File: config.mk
export PLATFORM = sky130hd
export DESIGN_NAME = elementwise_division_flat
export DESIGN_NICKNAME = d
export VERILOG_FILES = /design/src/rtl/elementwise_division_pkg.sv /design/src/rtl/elementwise_division_if.sv /design/src/rtl/elementwise_div_step.sv /design/src/rtl/elementwise_division.sv /design/src/flat_wrapper.sv
export SDC_FILE = /design/constraint.sdc
export NUM_CORES = 1
export LEC_CHECK = 0
export CAP_MARGIN = 40
export CORE_MARGIN = 2
export CORE_UTILIZATION = 35
export DETAILED_ROUTE_END_ITERATION = 7
export PLACE_DENSITY = 0.69
export SLEW_MARGIN = 20
export SYNTH_ARGS = -nofsm -noshare
export SYNTH_HDL_FRONTEND = slang
export SYNTH_HIERARCHICAL = 1
export SYNTH_SLANG_ARGS = --single-unit
export TNS_END_PERCENT = 10
File: constraint.sdc
create_clock -name clk -period 12 [get_ports clk]
set_input_delay 2.4 -clock clk [delete_from_list [all_inputs] [get_ports clk]]
set_output_delay 2.4 -clock clk [all_outputs]
set_load 0.02 [all_outputs]
File: src/rtl/elementwise_division_pkg.sv
`default_nettype none
// ============================================================================
//  Module   : elementwise_division_pkg
//  Brief    : Shared constants and state encoding for the element-wise divider
//  Revision : 1.0 - initial release
// ============================================================================
package elementwise_division_pkg;

  // Default element count; the divisor width equals the element count.
  localparam int N_DEF = 8;
  // Dividend / quotient width and restoring steps per element.
  localparam int DW    = 2 * N_DEF;
  localparam int STEPS = 2 * N_DEF;

  typedef enum logic [1:0] {
    IDLE = 2'd0,
    DIV  = 2'd1,
    DONE = 2'd2
  } state_e;

  // Quotient reported for a zero divisor; truncated to the quotient width at use.
  localparam logic [63:0] DIV0_QUOTIENT = '1;

endpackage
`default_nettype wire

File: src/rtl/elementwise_division_if.sv
`default_nettype none
// ============================================================================
//  Module   : elementwise_division_if
//  Brief    : Operand/result handshake bundle for the element-wise divider
//  Revision : 1.0 - initial release
// ============================================================================
interface elementwise_division_if
  import elementwise_division_pkg::*;
#(
  parameter int N = N_DEF
);

  logic                     in_valid;
  logic                     in_ready;
  logic [0:N-1][2*N-1:0]    dividend;
  logic [0:N-1][N-1:0]      divisor;
  logic                     out_valid;
  logic                     out_ready;
  logic [0:N-1][2*N-1:0]    quotient;
  logic [0:N-1][N-1:0]      remainder;
  logic [N-1:0]             div_by_zero;

  // Producer of operands / consumer of results.
  modport master (
    output in_valid, dividend, divisor, out_ready,
    input  in_ready, out_valid, quotient, remainder, div_by_zero
  );

  // The divider itself.
  modport slave (
    input  in_valid, dividend, divisor, out_ready,
    output in_ready, out_valid, quotient, remainder, div_by_zero
  );

endinterface
`default_nettype wire

File: src/rtl/elementwise_div_step.sv
`default_nettype none
// ============================================================================
//  Module   : elementwise_div_step
//  Brief    : One combinational restoring-division step
//  Revision : 1.0 - initial release
// ============================================================================
module elementwise_div_step #(
  parameter int W = 8
) (
  input  logic [W-1:0] rem_in,    // partial remainder, always < divisor
  input  logic         dvd_bit,   // next dividend bit, MSB first
  input  logic [W-1:0] divisor,
  output logic [W-1:0] rem_out,
  output logic         q_bit
);

  logic [W:0] w_shifted;
  logic [W:0] w_trial;
  logic       w_fits;

  // Shift in the dividend bit, trial-subtract, restore when negative. The kept
  // value is always below the divisor, so dropping the top bit loses nothing.
  always_comb begin
    w_shifted = {rem_in, dvd_bit};
    w_trial   = w_shifted - {1'b0, divisor};
    w_fits    = (w_shifted >= {1'b0, divisor});
    q_bit     = w_fits;
    rem_out   = W'(w_fits ? w_trial : w_shifted);
  end

endmodule
`default_nettype wire

File: src/rtl/elementwise_division.sv
`default_nettype none
// ============================================================================
//  Module   : elementwise_division
//  Brief    : Sequential element-wise unsigned divider; one shared restoring
//             datapath walks the elements, 2N cycles each
//  Revision : 1.0 - initial release
// ============================================================================
module elementwise_division
  import elementwise_division_pkg::*;
#(
  parameter int N = N_DEF
) (
  input  logic                  clk,
  input  logic                  rst_n,
  elementwise_division_if.slave bus
);

  localparam int QW = 2 * N;
  localparam int EW = (N > 1) ? $clog2(N) : 1;
  localparam int BW = $clog2(QW);
  localparam logic [EW-1:0] LAST_ELEM = EW'(N - 1);
  localparam logic [BW-1:0] LAST_STEP = BW'(QW - 1);

  state_e                 state_q, state_d;
  logic [EW-1:0]          elem_idx_q, elem_idx_d;
  logic [BW-1:0]          bit_cnt_q, bit_cnt_d;
  logic [0:N-1][QW-1:0]   dvd_q, dvd_d;
  logic [0:N-1][N-1:0]    dvs_q, dvs_d;
  logic [N-1:0]           prem_q, prem_d;
  logic [QW-2:0]          qacc_q, qacc_d;
  logic [0:N-1][QW-1:0]   quot_q, quot_d;
  logic [0:N-1][N-1:0]    rem_q, rem_d;
  logic [N-1:0]           dbz_q, dbz_d;

  logic [QW-1:0]          w_cur_dvd;
  logic [N-1:0]           w_cur_dvs;
  logic                   w_dvd_bit;
  logic [N-1:0]           w_prem_next;
  logic                   w_q_bit;
  logic                   w_zero;

  // Select the operands of the element being worked on (captured copies only).
  always_comb begin
    w_cur_dvd = dvd_q[elem_idx_q];
    w_cur_dvs = dvs_q[elem_idx_q];
    w_dvd_bit = w_cur_dvd[LAST_STEP - bit_cnt_q];
    w_zero    = (w_cur_dvs == '0);
  end

  elementwise_div_step #(
    .W (N)
  ) u_step (
    .rem_in  (prem_q),
    .dvd_bit (w_dvd_bit),
    .divisor (w_cur_dvs),
    .rem_out (w_prem_next),
    .q_bit   (w_q_bit)
  );

  // Next-state logic: capture in IDLE, step in DIV, hold results in DONE.
  always_comb begin
    state_d    = state_q;
    elem_idx_d = elem_idx_q;
    bit_cnt_d  = bit_cnt_q;
    dvd_d      = dvd_q;
    dvs_d      = dvs_q;
    prem_d     = prem_q;
    qacc_d     = qacc_q;
    quot_d     = quot_q;
    rem_d      = rem_q;
    dbz_d      = dbz_q;
    case (state_q)
      IDLE: begin
        if (bus.in_valid) begin
          dvd_d      = bus.dividend;
          dvs_d      = bus.divisor;
          elem_idx_d = '0;
          bit_cnt_d  = '0;
          prem_d     = '0;
          qacc_d     = '0;
          state_d    = DIV;
        end
      end
      DIV: begin
        prem_d = w_prem_next;
        qacc_d = {qacc_q[QW-3:0], w_q_bit};
        if (bit_cnt_q == LAST_STEP) begin
          // A zero divisor still takes the full step count for fixed latency.
          quot_d[elem_idx_q] = w_zero ? QW'(DIV0_QUOTIENT) : {qacc_q, w_q_bit};
          rem_d[elem_idx_q]  = w_zero ? w_cur_dvd[N-1:0] : w_prem_next;
          dbz_d[elem_idx_q]  = w_zero;
          prem_d     = '0;
          qacc_d     = '0;
          bit_cnt_d  = '0;
          elem_idx_d = elem_idx_q + 1'b1;
          if (elem_idx_q == LAST_ELEM) begin
            state_d = DONE;
          end
        end else begin
          bit_cnt_d = bit_cnt_q + 1'b1;
        end
      end
      DONE: begin
        if (bus.out_ready) begin
          state_d = IDLE;
        end
      end
      default: state_d = IDLE;
    endcase
  end

  // State and datapath registers; reset discards any operation in flight.
  always_ff @(posedge clk or negedge rst_n) begin
    if (!rst_n) begin
      state_q    <= IDLE;
      elem_idx_q <= '0;
      bit_cnt_q  <= '0;
      dvd_q      <= '0;
      dvs_q      <= '0;
      prem_q     <= '0;
      qacc_q     <= '0;
      quot_q     <= '0;
      rem_q      <= '0;
      dbz_q      <= '0;
    end else begin
      state_q    <= state_d;
      elem_idx_q <= elem_idx_d;
      bit_cnt_q  <= bit_cnt_d;
      dvd_q      <= dvd_d;
      dvs_q      <= dvs_d;
      prem_q     <= prem_d;
      qacc_q     <= qacc_d;
      quot_q     <= quot_d;
      rem_q      <= rem_d;
      dbz_q      <= dbz_d;
    end
  end

  assign bus.in_ready    = (state_q == IDLE);
  assign bus.out_valid   = (state_q == DONE);
  assign bus.quotient    = quot_q;
  assign bus.remainder   = rem_q;
  assign bus.div_by_zero = dbz_q;

endmodule
`default_nettype wire

File: src/flat_wrapper.sv
// flat-port wrapper written by rule: the top's interface ports become plain ports
module elementwise_division_flat import elementwise_division_pkg::*;
#(
  parameter int N = N_DEF
)
  (clk, rst_n, bus_in_valid, bus_dividend, bus_divisor, bus_out_ready, bus_in_ready, bus_out_valid, bus_quotient, bus_remainder, bus_div_by_zero);
  elementwise_division_if #(.N(N)) bus_i ();
  input  logic clk;
  input  logic rst_n;
  input wire logic [$bits(bus_i.in_valid)-1:0] bus_in_valid;
  input wire logic [$bits(bus_i.dividend)-1:0] bus_dividend;
  input wire logic [$bits(bus_i.divisor)-1:0] bus_divisor;
  input wire logic [$bits(bus_i.out_ready)-1:0] bus_out_ready;
  output wire logic [$bits(bus_i.in_ready)-1:0] bus_in_ready;
  output wire logic [$bits(bus_i.out_valid)-1:0] bus_out_valid;
  output wire logic [$bits(bus_i.quotient)-1:0] bus_quotient;
  output wire logic [$bits(bus_i.remainder)-1:0] bus_remainder;
  output wire logic [$bits(bus_i.div_by_zero)-1:0] bus_div_by_zero;
  assign bus_i.in_valid = bus_in_valid;
  assign bus_i.dividend = bus_dividend;
  assign bus_i.divisor = bus_divisor;
  assign bus_i.out_ready = bus_out_ready;
  assign bus_in_ready = bus_i.in_ready;
  assign bus_out_valid = bus_i.out_valid;
  assign bus_quotient = bus_i.quotient;
  assign bus_remainder = bus_i.remainder;
  assign bus_div_by_zero = bus_i.div_by_zero;
  elementwise_division #(.N(N)) u_core (.clk(clk), .rst_n(rst_n), .bus(bus_i));
endmodule
== Yosys cells after proc, flatten, opt, wreduce, memory -nomap -nowiden ==
Cells that the tools add are included.

* Reductions and logical operators: 10
* Magnitude comparators: 6
* Divide/modulo/power cells: 0
* Shift operators: 0
* Multiply operators: 0
* Mux-type cells: 37
* Eq/ne operators: 8
* Bitwise gates (word level): 1
* Add/subtract/negate cells: 4

{| class="wikitable"
|+ Operator list
! kind !! number
|-
| bitwise mux 128 bit || 1
|-
| bitwise mux 64 bit || 1
|-
| two-way mux 16 bit || 4
|-
| two-way mux 8 bit || 7
|-
| binary-select mux 16 bit (select 3 bit) || 1
|-
| demux 16 bit (select 3 bit) || 1
|-
| two-way mux 15 bit || 2
|-
| one-hot mux 15 bit (2 select lines) || 1
|-
| binary-select mux 8 bit (select 3 bit) || 1
|-
| demux 8 bit (select 3 bit) || 1
|-
| one-hot mux 8 bit (2 select lines) || 1
|-
| greater-or-equal comparator 9 x 8 -> 1 bit || 1
|-
| bitwise mux 8 bit || 1
|-
| logical NOT 8 bit || 1
|-
| two-way mux 2 bit || 4
|-
| two-way mux 4 bit || 2
|-
| one-hot mux 4 bit (2 select lines) || 1
|-
| subtractor 8 bit || 1
|-
| two-way mux 3 bit || 2
|-
| one-hot mux 2 bit (3 select lines) || 1
|-
| one-hot mux 3 bit (2 select lines) || 1
|-
| AND reduction 2 bit || 3
|-
| less-than comparator 4 x 5 -> 1 bit, second input constant || 1
|-
| adder 4 x 1 -> 4 bit, second input constant || 1
|-
| other kinds (21) || 25
|}

* RAM bits: 0
* Bits of input ports: 196
* Output and inout bits: 202
* Word-level logic and storage cells: 104
* Bits in registers: 424
* Memories kept: 0
* Latch bits: 0
* Bits in read-only memories: 0

== Longest topological paths before layout ==
* Depth after elaboration: 10
* Depth in mapped cells: 21
* Mapped depth without buffers: 16

== Hierarchy ==
Netlist, hierarchy kept.

{| class="wikitable"
|+ Modules (own cells, without submodules)
! module !! instances !! seq. area each (µm²) !! area an instance (µm²) !! cells each
|-
| elementwise_division || 1 || 10610.2 || 17235.3 || 1370
|-
| elementwise_div_step || 1 || 0.0 || 539.3 || 66
|}

== Worst setup path after synthesis ==
OpenSTA, ideal clock, no wires.

* Path type: flip-flop to flip-flop
* Start point: register u_core.elem_idx_q[0]
* End point: register u_core.rem_q, in the netlist u_core/bus.remainder[15]
* Data required time: 11.860 ns
* Path buffers: 5
* Clock period less this slack: 4.407 ns
* Cell stages (with the launch flop): 20
* Setup slack: 7.593 ns
* Data arrival time: 4.267 ns
* Setup time: 0.140 ns
* Cell sequence: dfrtp_1 > buf_2 > buf_2 > buf_2 > buf_2 > mux2_2 > a31o_2 > o41ai_1 > o221ai_1 > and4_1 > inv_1 > ha_1 > nand3_1 > nor3_1 > a2111oi_2 > o21a_1 > buf_6 > mux2_4 > mux2i_1 > o21ai_0

* Cells in the longest elaborated chain, start to end: 10
* Elaborated cells on any way between the ends: 20
* Those cells by class: add/sub (1); order compare (3); mux (13); bitwise (1); reduce/logical (2)

{| class="wikitable"
|+ Ends and longest elaborated chain
! what !! line !! source
|-
| start, declared || elementwise_division.sv:25 || <nowiki>logic [EW-1:0] elem_idx_q, elem_idx_d;</nowiki>
|-
| start signal, assigned || elementwise_division.sv:127 || <nowiki>elem_idx_q <= elem_idx_d;</nowiki>
|-
| inverter 3 -> 4 bit (not written as such) * || elementwise_division.sv:44 || <nowiki>w_cur_dvd = dvd_q[elem_idx_q];</nowiki>
|-
| binary-select mux 16 bit (select 3 bit) * || elementwise_division.sv:44 ||
|-
| two-way mux 16 bit (not written as such) * (2 in a row) || elementwise_division.sv:44 ||
|-
| binary-select mux 1 bit (select 4 bit) * || elementwise_division.sv:46 || <nowiki>w_dvd_bit = w_cur_dvd[LAST_STEP - bit_cnt_q];</nowiki>
|-
| two-way mux 1 bit (not written as such) * || elementwise_division.sv:46 ||
|-
| named net u_core.w_dvd_bit || elementwise_division.sv:37 || <nowiki>logic w_dvd_bit;</nowiki>
|-
| subtractor 8 bit / greater-or-equal comparator 9 x 8 -> 1 bit (equally long branches) || elementwise_div_step.sv:25, elementwise_div_step.sv:26 ||
|-
| two-way mux 8 bit * || elementwise_div_step.sv:28 || <nowiki>rem_out = W'(w_fits ? w_trial : w_shifted);</nowiki>
|-
| named net u_core.w_prem_next[7] || elementwise_division.sv:38 || <nowiki>logic [N-1:0] w_prem_next;</nowiki>
|-
| two-way mux 8 bit * || elementwise_division.sv:90 || <nowiki>rem_d[elem_idx_q] = w_zero ? w_cur_dvd[N-1:0] : w_prem_next;</nowiki>
|-
| bitwise mux 64 bit * || elementwise_division.sv:90 ||
|-
| end signal, assigned || elementwise_division.sv:134 || <nowiki>rem_q <= rem_d;</nowiki>
|-
| end, declared || elementwise_division.sv:32 || <nowiki>logic [0:N-1][N-1:0] rem_q, rem_d;</nowiki>
|}

Mark *: on every way through the listed nets, which the timed path passes. The rest lies on a longest branch. The select of a mux whose other input is x is not followed.
A chain may end at the register's enable or synchronous reset.

== Worst setup path after layout ==
* Start point: register u_core.elem_idx_q[2]
* End point: register u_core.rem_q, in the netlist u_core/bus.remainder[26]

The elaborated chain is that of the path after synthesis.

==> summary.md <==
| Metric | Value |
|---|---|
| Status | complete, no violations |
| Largest family of logic cells by synthesized area | multiplexers |
| CP delay by family, top | compound AO/OA/AOI/OAI gates |
| Slowest stage cell, crit path | a221oi_1 |
| Post-synth EDFFs | 0 |
| Dpl hpwl | approximately 39000 um |
| Worst-path clk slew | 0.06 ns |
| Startpoint types | register |
| Vias in the first global route | 13350 |
| PwrDens | 250.8 nW/um^2 |
| CTS H-tree lvls | 2 |
| HP Start | u_core/bus.quotient[64]$_DFFE_PN0P_ |
| Synth Area in Simple Gates | 7.553% |
| Num CTS Buffers | 47 |
| GRT Resource Usage Total | approximately 20% |
| Dpl cell area | 22600 um^2 |
| Cell Area, Synth | ~18000 um^2 |
| DR DRC count | 0 |
| Bufs and invs on worst path | 2 |
| Layout cells sized above 1 | between 20% and 30% |
| Largest cells by area after synthesis | dfrtp_1 (60%), mux2_2 (14%), o21ai_0 (4.6%) |
| Critical-path cell list | buf_4, mux2i_1, a221oi_1, a21oi_1, nand4b_1, and4_1, inv_1, ha_1, nand3_1, nor3_1, a2111oi_2, o21a_1, mux2_4, o21ai_1, o21ai_0 |
| Yosys top cell area share | around three fifths |
| Inst Count DP | approximately 2400 |
| Max FO, Critical Path | 42 |
| Max-slew violations | 0 |
| Critical Path Source | u_core/elem_idx_q[2]$_DFFE_PN0P_ |
| YS warnings | 6 |
| Post-CTS setup buffer count | 0 |
| Worst setup path class | register to register |
| Initial antenna violation count | 7 |
| CTS tree | done |
| Final Instance Area | between 20000 and 25000 um^2 |
| Layout Nets | 2031 |
| DRT Pass-1 Iters | 5 |
| Seq cells post-synth | between 400 and 500 |
| Max-cap violations | 0 |
| Final core utilization | 48.61% |
| Root buffer cell | clkbuf_16 |
| Largest net degree at the start of global routing | about 140 |
| Reg-to-reg startpoint | u_core/elem_idx_q[2]$_DFFE_PN0P_ |
| Clock power share | roughly 25% |
| Final worst path period share | between 40 and 50% |
| Clk_lat worst skew | 0.57 ns |
| CTS Hold Bufs | 0 |
| Final hold violations | 0 |
| Filler cell count | about 4400 |
| Worst EP required | ~12 ns |
| Fraction of the mapped netlist area in adder cells | 0.8869% |
| Leak | a little over 10 nW |
| Layout Skew | about 0.015 ns |
| I/O Buffers | just under 400 |
| Most frequent cells after synthesis | dfrtp_1 (424), mux2_2 (216), nand2_1 (209), o21ai_0 (162), clkbuf_1 (74) |
| Row count | a little over 80 |
| Vias per inst | between 5 and 6 |
| Area Overhead vs Synth | 37.20% |
| Type of the most critical hold path | register to register |
| Place WS | ~6.5 ns |
| Register share of total power | a little over a third |
| Synth Area in Compound Gates | under 10% |
| Core ar. | roughly 50000 um^2 |
| Syn nets | between 1500 and 2000 |
| FMAX | 0.1847 GHz |
| RSZ-0062 raised after global routing | no |
| Routed Antenna Nets | 0 |
| Final worst-path setup slack | between 6 and 7 ns |
| Global-route wire length before repair | between 80000 and 90000 um |
| Sink Count | about 420 |
| Count leader, synth | dfrtp_1 |
| Die Wd | approximately 230 um |
| Final number of setup-violating endpoints | 0 |
| Crit. End Element | register |
| Iter 0 DRT Violations | 874 |
| Logic pwr share | 38.3% |
| Worst Path Arrival | roughly 5.8 ns |
| Sequential area share after synthesis | about three fifths |
| Worst-Margin Slew | between 0.8 and 0.9 ns |
| Area leader, netlist | dfrtp_1 |
| Critical path's largest stage delay | 0.76 ns |
| Switching Fraction | about a third |
| Total negative slack | 0 ns |
| Overflow left after global routing | 0 |
| Placer Congestion | between 0.7 and 0.8 |
| Chip height | 229.4 um |
| Maximum clock path buffer count | 3 |
| Cells resized by post-CTS repair | 0 |
| Cell Count, Final, Fillers Out | 2535 |
| Post-synthesis mux area share | 19.27% |
| Synth cell types | 60 |
| Mapped Cells | around 1400 |
| Tmin final | approximately 5.4 ns |
| Main synth FF type | dfrtp_1 |
| DR vias | roughly 13000 |
| Max IR drop VDD | roughly 0.00015 V |
| Mean post-synth cell area | between 10 and 15 um^2 |
| I/O pin total | 398 |
| Worst slew margin | between 40 and 50% |
| Per-cell routed wire length | 21.10 um |
| DRT Wirelength | ~53000 um |
| Ys async rst share | 100.0% |
| Initial Utilization | between 30% and 40% |
| P_int | slightly below 0.004 W |
| Xor/xnor cell area share of the yosys netlist | less than 1% |
| Psw | ~0.0021 W |
| Die ar. | 52600 um^2 |
-- cell families after synthesis --
| kind of cell | Yosys count |
|---|---|
| xor+xnor | 4 |
| simple gates | 324 |
| mux | 274 |
| fa+ha+maj | 12 |
| buf+inv | 112 |
| compound gates | 286 |
| flops | 424 |
-- through the flow --
stage | total power (W) | hold WS, ns
3_3_place_gp | 0.004503 | 0.4584
2_1_floorplan | 0.003732 | 0.4727
4_1_cts | 0.006180 | 0.4819
3_5_place_dp | 0.004604 | 0.4697
5_1_grt | 0.006475 | 0.5081
6_report | 0.006115 | 0.4761
-- worst paths after layout --
| check | endpoint | slack [ns] | cells after the start |
|---|---|---|---|
| max | u_core/bus.remainder[26]$_DFFE_PN0P_ | 6.59 | 15 |
| min in group asynchronous | u_core/bus.remainder[27]$_DFFE_PN0P_ | 1.86 | 1 |
| min | u_core/bus.quotient[64]$_DFFE_PN0P_ | 0.48 | 2 |
| min reg2reg | u_core/bus.quotient[64]$_DFFE_PN0P_ | 0.48 | 2 |
| max reg2reg | u_core/bus.remainder[26]$_DFFE_PN0P_ | 6.59 | 15 |
| max in group asynchronous | u_core/qacc_q[10]$_DFFE_PN0P_ | 8.35 | 4 |
-- power groups by stage --
stage          clock, W  combinational [W]  sequential (W)
2_1_floorplan         0            0.00154         0.00219
3_3_place_gp          0            0.00227         0.00223
3_5_place_dp          0            0.00235         0.00225
4_1_cts         0.00159            0.00236         0.00223
5_1_grt         0.00164            0.00255         0.00228
6_report        0.00155            0.00234         0.00222
-- registers in the layout, indices dropped and copies added, names as in the netlist --
name,flops
u_core/prem_q,8
u_core/state_q,2
u_core/dvs_q,64
u_core/dvd_q,128
u_core/bus.quotient,128
u_core/bus.div_by_zero,8
u_core/bit_cnt_q,4
u_core/bus.remainder,64
u_core/elem_idx_q,3
u_core/qacc_q,15
-- routing by layer --
| metal | share of wire [%] | vias up | GRT usage, % |
|---|---|---|---|
| met4 | 1.8 | 10 | 5.053 |
| met5 | 0.12 | - | 0 |
| met1 | 43 | 6432 | 26.34 |
| met2 | 49 | 451 | 33.72 |
| met3 | 6.9 | 81 | 4.993 |
| li1 | - | 5846 | - |
-- cells in the final DEF, fill, tap and decap left out, types with 8 or more instances in the layout --
| cell | synthesis | layout |
|---|---|---|
| dfrtp_1 | 424 | 421 |
| clkdlybuf4s50_1 | 0 | 396 |
| mux2_2 | 216 | 216 |
| nand2_1 | 209 | 209 |
| o21ai_0 | 162 | 162 |
| nor2_1 | 60 | 56 |
| clkbuf_16 | 0 | 48 |
| mux4_2 | 28 | 28 |
| a22o_1 | 26 | 26 |
| a21oi_1 | 23 | 23 |
| buf_4 | 2 | 22 |
| mux2i_1 | 20 | 20 |
| o21ai_1 | 18 | 18 |
| inv_1 | 16 | 16 |
| clkbuf_8 | 0 | 13 |
| nor2b_1 | 12 | 12 |
| ha_1 | 11 | 11 |
| a221oi_1 | 10 | 10 |
| a22oi_1 | 9 | 9 |
| nand3_1 | 12 | 8 |
| a21oi_2 | 8 | 8 |
-- area by class of cell --
class / instances / area (um^2) / share of cell area [%]
Sequential cell: 424 / 10620 / 43.53
Multi-Input combinational cell: 900 / 6748 / 27.67
Timing Repair Buffer: 433 / 4418 / 18.12
Clock buffer: 68 / 1406 / 5.767
Tap cell: 672 / 840.8 / 3.448
Clock inverter: 16 / 280.3 / 1.149
Inverter: 17 / 63.81 / 0.2617
Antenna cell: 5 / 12.51 / 0.05131
-- worst min-delay path: stages, from the launching register on --
cell and delay (ns):
dfrtp_1 0.33, nand2_1 0.05, o21ai_0 0.06
Power figures use the tool's default switching activity.
